==> src/rtl/dmem_arbiter_if.sv <==
// dmem_arbiter_if: MEM-stage, device and data-memory buses
// around the data-memory arbiter.
interface dmem_arbiter_if #(
  parameter int ADDR_W = 32,
  parameter int DATA_W = 32
);
  logic              cpu_rd;
  logic              cpu_wr;
  logic [ADDR_W-1:0] cpu_addr;
  logic [DATA_W-1:0] cpu_wdata;
  logic [DATA_W-1:0] cpu_rdata;
  logic              cpu_stall;
  logic              dev_req;
  logic              dev_we;
  logic [ADDR_W-1:0] dev_addr;
  logic [DATA_W-1:0] dev_wdata;
  logic              dev_ack;
  logic [DATA_W-1:0] dev_rdata;
  logic              mem_rd;
  logic              mem_wr;
  logic [ADDR_W-1:0] mem_addr;
  logic [DATA_W-1:0] mem_wdata;
  logic [DATA_W-1:0] mem_rdata;

  modport slave (
    input  cpu_rd, cpu_wr, cpu_addr, cpu_wdata,
    input  dev_req, dev_we, dev_addr, dev_wdata,
    input  mem_rdata,
    output cpu_rdata, cpu_stall,
    output dev_ack, dev_rdata,
    output mem_rd, mem_wr, mem_addr, mem_wdata
  );

  modport master (
    output cpu_rd, cpu_wr, cpu_addr, cpu_wdata,
    output dev_req, dev_we, dev_addr, dev_wdata,
    output mem_rdata,
    input  cpu_rdata, cpu_stall,
    input  dev_ack, dev_rdata,
    input  mem_rd, mem_wr, mem_addr, mem_wdata
  );
endinterface

==> src/rtl/dmem_arbiter.sv <==
// dmem_arbiter: CPU-first data-memory arbiter with one device port.
// DMEM_ARB_FAIRNESS_EN adds the starvation counter and forced slots.
module dmem_arbiter #(
  parameter int ADDR_W     = 32,
  parameter int DATA_W     = 32,
  parameter int STARVE_MAX = 4
) (
  input logic           clk,
  input logic           reset,
  dmem_arbiter_if.slave bus
);
  typedef enum logic {ARB, DACK} state_t;

  state_t            state;
  logic              cpu_act;
  logic              dev_elig;
  logic              force_slot;
  logic              grant_cpu;
  logic              grant_dev;
  logic              sel_rd;
  logic              sel_wr;
  logic [ADDR_W-1:0] sel_addr;
  logic [DATA_W-1:0] sel_wdata;

  assign cpu_act  = bus.cpu_rd | bus.cpu_wr;
  assign dev_elig = (state == ARB) && bus.dev_req;

`ifdef DMEM_ARB_FAIRNESS_EN
  localparam logic [3:0] STARVE_LIM = 4'(STARVE_MAX);
  logic [3:0] starve_cnt;
  assign force_slot = dev_elig && (starve_cnt == STARVE_LIM);
`else
  // Strict priority: the starvation bound is never reached.
  assign force_slot = (STARVE_MAX < 0);
`endif

  assign grant_cpu = cpu_act && !force_slot;
  assign grant_dev = force_slot || (dev_elig && !cpu_act);

  always_comb begin
    sel_addr  = bus.cpu_addr;
    sel_wdata = bus.cpu_wdata;
    sel_rd    = 1'b0;
    sel_wr    = 1'b0;
    unique case (1'b1)
      grant_dev: begin
        sel_addr  = bus.dev_addr;
        sel_wdata = bus.dev_wdata;
        sel_wr    = bus.dev_we;
        sel_rd    = ~bus.dev_we;
      end
      grant_cpu: begin
        sel_wr = bus.cpu_wr;
        sel_rd = bus.cpu_rd & ~bus.cpu_wr;
      end
      default: ;
    endcase
  end

  assign bus.mem_addr  = sel_addr;
  assign bus.mem_wdata = sel_wdata;
  assign bus.mem_rd    = sel_rd & ~reset;
  assign bus.mem_wr    = sel_wr & ~reset;
  assign bus.cpu_rdata = bus.mem_rdata;
  assign bus.cpu_stall = force_slot & ~reset;

  always_ff @(posedge clk) begin
    if (reset) begin
      state         <= ARB;
      bus.dev_ack   <= 1'b0;
      bus.dev_rdata <= '0;
`ifdef DMEM_ARB_FAIRNESS_EN
      starve_cnt    <= 4'd0;
`endif
    end else begin
      bus.dev_ack <= grant_dev;
      state       <= grant_dev ? DACK : ARB;
      if (grant_dev && !bus.dev_we)
        bus.dev_rdata <= bus.mem_rdata;
`ifdef DMEM_ARB_FAIRNESS_EN
      if (grant_dev || !bus.dev_req)
        starve_cnt <= 4'd0;
      else if (dev_elig && grant_cpu &&
               starve_cnt != STARVE_LIM)
        starve_cnt <= starve_cnt + 4'd1;
`endif
    end
  end
endmodule
==> src/flat_wrapper.sv <==
// flat-port wrapper written by rule: the top's interface ports become plain ports
module dmem_arbiter_flat 
#(
  parameter int ADDR_W     = 32,
  parameter int DATA_W     = 32,
  parameter int STARVE_MAX = 4
)
  (clk, reset, bus_cpu_rd, bus_cpu_wr, bus_cpu_addr, bus_cpu_wdata, bus_dev_req, bus_dev_we, bus_dev_addr, bus_dev_wdata, bus_mem_rdata, bus_cpu_rdata, bus_cpu_stall, bus_dev_ack, bus_dev_rdata, bus_mem_rd, bus_mem_wr, bus_mem_addr, bus_mem_wdata);
  dmem_arbiter_if #(.ADDR_W(ADDR_W), .DATA_W(DATA_W)) bus_i ();
  input logic clk;
  input logic reset;
  input wire logic [$bits(bus_i.cpu_rd)-1:0] bus_cpu_rd;
  input wire logic [$bits(bus_i.cpu_wr)-1:0] bus_cpu_wr;
  input wire logic [$bits(bus_i.cpu_addr)-1:0] bus_cpu_addr;
  input wire logic [$bits(bus_i.cpu_wdata)-1:0] bus_cpu_wdata;
  input wire logic [$bits(bus_i.dev_req)-1:0] bus_dev_req;
  input wire logic [$bits(bus_i.dev_we)-1:0] bus_dev_we;
  input wire logic [$bits(bus_i.dev_addr)-1:0] bus_dev_addr;
  input wire logic [$bits(bus_i.dev_wdata)-1:0] bus_dev_wdata;
  input wire logic [$bits(bus_i.mem_rdata)-1:0] bus_mem_rdata;
  output wire logic [$bits(bus_i.cpu_rdata)-1:0] bus_cpu_rdata;
  output wire logic [$bits(bus_i.cpu_stall)-1:0] bus_cpu_stall;
  output wire logic [$bits(bus_i.dev_ack)-1:0] bus_dev_ack;
  output wire logic [$bits(bus_i.dev_rdata)-1:0] bus_dev_rdata;
  output wire logic [$bits(bus_i.mem_rd)-1:0] bus_mem_rd;
  output wire logic [$bits(bus_i.mem_wr)-1:0] bus_mem_wr;
  output wire logic [$bits(bus_i.mem_addr)-1:0] bus_mem_addr;
  output wire logic [$bits(bus_i.mem_wdata)-1:0] bus_mem_wdata;
  assign bus_i.cpu_rd = bus_cpu_rd;
  assign bus_i.cpu_wr = bus_cpu_wr;
  assign bus_i.cpu_addr = bus_cpu_addr;
  assign bus_i.cpu_wdata = bus_cpu_wdata;
  assign bus_i.dev_req = bus_dev_req;
  assign bus_i.dev_we = bus_dev_we;
  assign bus_i.dev_addr = bus_dev_addr;
  assign bus_i.dev_wdata = bus_dev_wdata;
  assign bus_i.mem_rdata = bus_mem_rdata;
  assign bus_cpu_rdata = bus_i.cpu_rdata;
  assign bus_cpu_stall = bus_i.cpu_stall;
  assign bus_dev_ack = bus_i.dev_ack;
  assign bus_dev_rdata = bus_i.dev_rdata;
  assign bus_mem_rd = bus_i.mem_rd;
  assign bus_mem_wr = bus_i.mem_wr;
  assign bus_mem_addr = bus_i.mem_addr;
  assign bus_mem_wdata = bus_i.mem_wdata;
  dmem_arbiter #(.ADDR_W(ADDR_W), .DATA_W(DATA_W), .STARVE_MAX(STARVE_MAX)) u_core (.clk(clk), .reset(reset), .bus(bus_i));
endmodule
==> config.mk <==
export PLATFORM = sky130hd
export DESIGN_NAME = dmem_arbiter_flat
export DESIGN_NICKNAME = d
export VERILOG_FILES = /design/src/rtl/dmem_arbiter_if.sv /design/src/rtl/dmem_arbiter.sv /design/src/flat_wrapper.sv
export SDC_FILE = /design/constraint.sdc
export NUM_CORES = 1
export LEC_CHECK = 0
export BUFFER_PORTS_ARGS = -buffer_cell sky130_fd_sc_hd__buf_2
export CORE_AREA = 2 2 115 117
export CTS_BUF_LIST = sky130_fd_sc_hd__clkbuf_2
export DETAILED_ROUTE_END_ITERATION = 6
export DIE_AREA = 0 0 117 119
export PLACE_DENSITY = 0.63
export SLEW_MARGIN = 25
export SYNTH_ARGS = -nofsm -noshare
export SYNTH_HDL_FRONTEND = slang
export SYNTH_SLANG_ARGS = --single-unit
==> constraint.sdc <==
create_clock -name clk -period 2.5 [get_ports clk]
set_clock_uncertainty 0.05 [all_clocks]
set_input_delay 0.625 -clock clk [delete_from_list [all_inputs] [get_ports clk]]
set_output_delay 0.625 -clock clk [all_outputs]
set_load 0.02 [all_outputs]
* Word-level counts from Yosys, hierarchy flattened
Index checks and enable logic that the tools add are counted.
** Word-level totals
- Input bits :: 166
- Register bits after elaboration :: 34
** Cells by class
- Bitwise operators :: 8
- Muxes and demuxes :: 5
- Reduce and logical (&&, ||, !) cells :: 5
** Operator list (count)
- 32-bit two-way mux :: 2
- 1-bit NOT :: 4
- 1-bit case mux with 2 select lines :: 2
- 1-bit AND :: 3
- 1-bit logical AND :: 3
- 1-bit zero test :: 2
- 1-bit two-way mux :: 1
- 1-bit bitwise OR :: 1

* Depth between registers and ports, before layout
- Depth after elaboration :: 5
- Depth in mapped cells :: 5

* Worst setup path after synthesis
OpenSTA, ideal clock, no wires.
- Path type :: input port to output port
- Start :: input bus_cpu_wr
- End :: output bus_mem_addr[0]
- Data arrival time :: 1631 ps
- Setup slack :: 194 ps
- Stages on the path :: 4
- Buffers on the path :: 2
- Path through :: nor4b_4 -> buf_6 -> buf_6 -> mux2_2
** Between the ends
- Longest elaborated chain between the ends :: 4
** RTL lines
- from (decl) :: line flat_wrapper.sv:13 : input wire logic [$bits(bus_i.cpu_wr)-1:0] bus_cpu_wr;
- 1-bit bitwise OR :: line dmem_arbiter.sv:25 : assign cpu_act = bus.cpu_rd | bus.cpu_wr;
- 1-bit zero test :: line dmem_arbiter.sv:38 : assign grant_dev = force_slot || (dev_elig && !cpu_act);
- 1-bit logical AND :: line dmem_arbiter.sv:38
- 32-bit two-way mux :: line dmem_arbiter.sv:45 : unique case (1'b1)
- to (decl) :: line flat_wrapper.sv:27 : output wire logic [$bits(bus_i.mem_addr)-1:0] bus_mem_addr;
Every way passes these cells.

* Worst setup path in the final report
- Start :: input bus_cpu_wr
- End :: output bus_mem_addr[13]
Same word-level chain as after synthesis.

==> out/metrics.yaml <==
drt_iter0_drc: 66
critical-path-max-stage-delay_ps: 370
clk_pin_slew_worst_paths_ps: 160
layout_setup_ws_ps: -137
average_via_count_per_standard_cell: 3.89
power_frac_seq_pct: 35.3
antenna_found_initial: 0
worst_setup_path_start_kind: "primary input"
gp_congestion: 0.790
max-vdd-ir-drop_mv: 0.126
start_util_pct: 20.1
crit_slowest_cell: "mux2_2"
timing_worst_setup_path_type: "primary input to output pin"
num_antenna_cells: 0
cts_tree: "done"
intPower_mw: 1.03
total_routed_length_um: 9220
synth_seq_cells: 33
post-route-min-period_ps: 2640
cts_root_buf: "clkbuf_2"
post_route_cells_drive_above_1_share_pct: 73.7
asyncSetResetFlopFracSynth_pct: 0
timing.critical_path.to_type: "output pin"
detail_route.drc_violations: 0
drt-wirelength-per-cell_um: 13.2
area.growth.synth_to_final_pct: 65.7
synthesis.area_per_instance_um2: 10.2
synth_top_flop_cell: "dfxtp_1"
yosysSeqAreaShare_pct: 25.5
final_hold_viol_count: 0
post-place-ws_ps: -142
clkLatencyLatePin_ps: 370
overflow: 0
grt_start_max_net_pins: 66
power.combinational.fraction_pct: 41.8
synthesis.yosys.warnings: 0
finish.utilization_pct: 33.4
num_rows: 42
power.leakage_nw: 2.17
worst_hold_path_type: "flop to flop"
numCtsBuffers: 5
cap_viol_max_count: 0
violations: "setup timing"
die_x_um: 117
grt_use_total_pct: 12.1
vertical_extent_of_the_die_um: 119
timing_max_transition_violations_final: 0
cts_buffer_depth: 2
routed-via-count: 2712
synthesis.nets: 420
clock_power_share_pct: 22.9
cells_along_the_critical_path: "buf_2 -> nor4b_4 -> buf_12 -> buf_12 -> mux2_2 -> buf_2"
cts_htree_levels: 2
synth_top_area_share_pct: 27.8
outcome: "finished, violations left"
number_of_synthesized_flops_with_an_enable_pin: 0
cts_sinks: 33
min_period_over_period_pct: 105
timing.critical_path.fanout_max: 15
core_area_um2: 12900
grt_first_pass_wirelength_um: 13200
io-pin-count: 298
synthCells: 254
synth_top_cells_by_count: "mux2_2 (64), nand2b_1 (64), buf_4 (33), dfxtp_1 (33), mux2i_1 (32)"
netSwitchingPower_uw: 508
switching_share_pct: 33.1
first_global_vias: 2602
setup_viol_count_final: 64
critPathArrivalTime_ps: 1960
dp_hpwl_um: 7710
pwr_density_cell_nw_per_um2: 358
dieArea_um2: 13900
synth_cell_types: 17
post_synth_main_area_contributors: "mux2_2 (28%), dfxtp_1 (25%), nand2b_1 (15%), mux2i_1 (12%), buf_4 (9.6%)"
netlist.top_cell.by_area: "mux2_2"
detail_route.first_pass.iterations: 4
critPathRequiredTime_ps: 1820
cts_hold_buffers: 0
timing.fmax_ghz: 0.379
routed_antenna_nets: 0
port_buffers: 296
fin_nets: 686
setup_repair_after_global_routing_missed_its_margin: "yes"
netlist_area_um2: 2590
==> cell families after synthesis <==
kind of cell | share of synthesized area [%]
muxes | 40.1
and+or+nand+nor | 17.9
buffers and inverters | 16.1
DFF | 25.5
AOI/OAI and AO/OA | 0.193
other | 0.145
==> metal layers <==
metal,track usage (%),wire [um],vias up
met5,0,0,-
met4,3.24,106,0
met3,3.05,800,9
met2,20.7,4500,153
met1,15.1,3810,1202
li1,-,-,1348
==> power by group through the flow <==
stage | registers, mW | logic, mW | clock network, mW
after global routing | 0.544 | 0.685 | 0.386
after global placement | 0.555 | 0.603 | 0
after detailed placement | 0.555 | 0.601 | 0
after floorplan | 0.569 | 0.349 | 0
final | 0.543 | 0.642 | 0.352
after CTS | 0.543 | 0.629 | 0.376
==> sequential cells by signal, indices dropped and copies added, names as in the netlist <==
signal                count
u_core.bus.dev_rdata     32
u_core.bus.dev_ack        1
==> placed cells by master, fill, tap and decap left out <==
master	Yosys	layout
buf_4	33	13
conb_1	1	1
nand2b_1	64	64
mux2_4	0	17
nor3_1	1	1
nor2b_1	1	1
dfxtp_1	33	32
nor4b_4	1	1
buf_2	1	276
mux2_2	64	47
buf_12	3	6
nor2_1	2	2
a21oi_1	1	1
and2b_2	0	1
mux2i_1	32	32
nor3b_1	2	2
clkbuf_2	0	6
dfxtp_4	0	1
buf_6	7	15
clkinv_1	0	1
bufinv_16	0	1
==> final timing paths <==
kind,slack [ps],endpoint,cells past startpoint,startpoint
max,-140,bus_mem_addr[13],6,bus_cpu_wr
min,430,u_core.bus.dev_rdata[20],2,u_core.bus.dev_rdata[20]
max reg2reg,620,u_core.bus.dev_rdata[24],7,u_core.bus.dev_ack
min reg2reg,430,u_core.bus.dev_rdata[20],2,u_core.bus.dev_rdata[20]
==> worst max-delay path: cells and delay by family <==
family        cells  cell delay [ps]
simple gates      1              340
buf+inv           4              620
mux               1              370
==> stage by stage <==
| step | cell area [um2] | total power, mW | TNS (ps) | cells | hold WS, ps |
|---|---|---|---|---|---|
| 2_1_floorplan | 2590 | 0.918 | 0 | 254 | 496 |
| 3_3_place_gp | 4040 | 1.16 | -6550 | 687 | 407 |
| 3_5_place_dp | 4040 | 1.16 | -5890 | 687 | 410 |
| 4_1_cts | 4220 | 1.55 | -7490 | 697 | 388 |
| 5_1_grt | 4300 | 1.62 | -8940 | 697 | 408 |
| 6_report | 4300 | 1.54 | -5260 | 697 | 431 |
==> cell type report <==
class	instances	area, um2
fillers	1349	8580
repair buffers	310	1770
multi-input cells	170	1580
flip-flops and latches	33	664
well taps	176	220
clock inverters	2	33.8
clock buffers	6	30.0
==> what timing repair did <==
| item | CTS | global route |
|---|---|---|
| endpoints found under the setup margin | 64 | 64 |
| buffers inserted | 2 | 0 |
| pin swaps | 0 | 0 |
| hold endpoints to repair | 0 | 0 |
| resized for setup | 30 | 24 |
(Power assumes the default switching activity.)
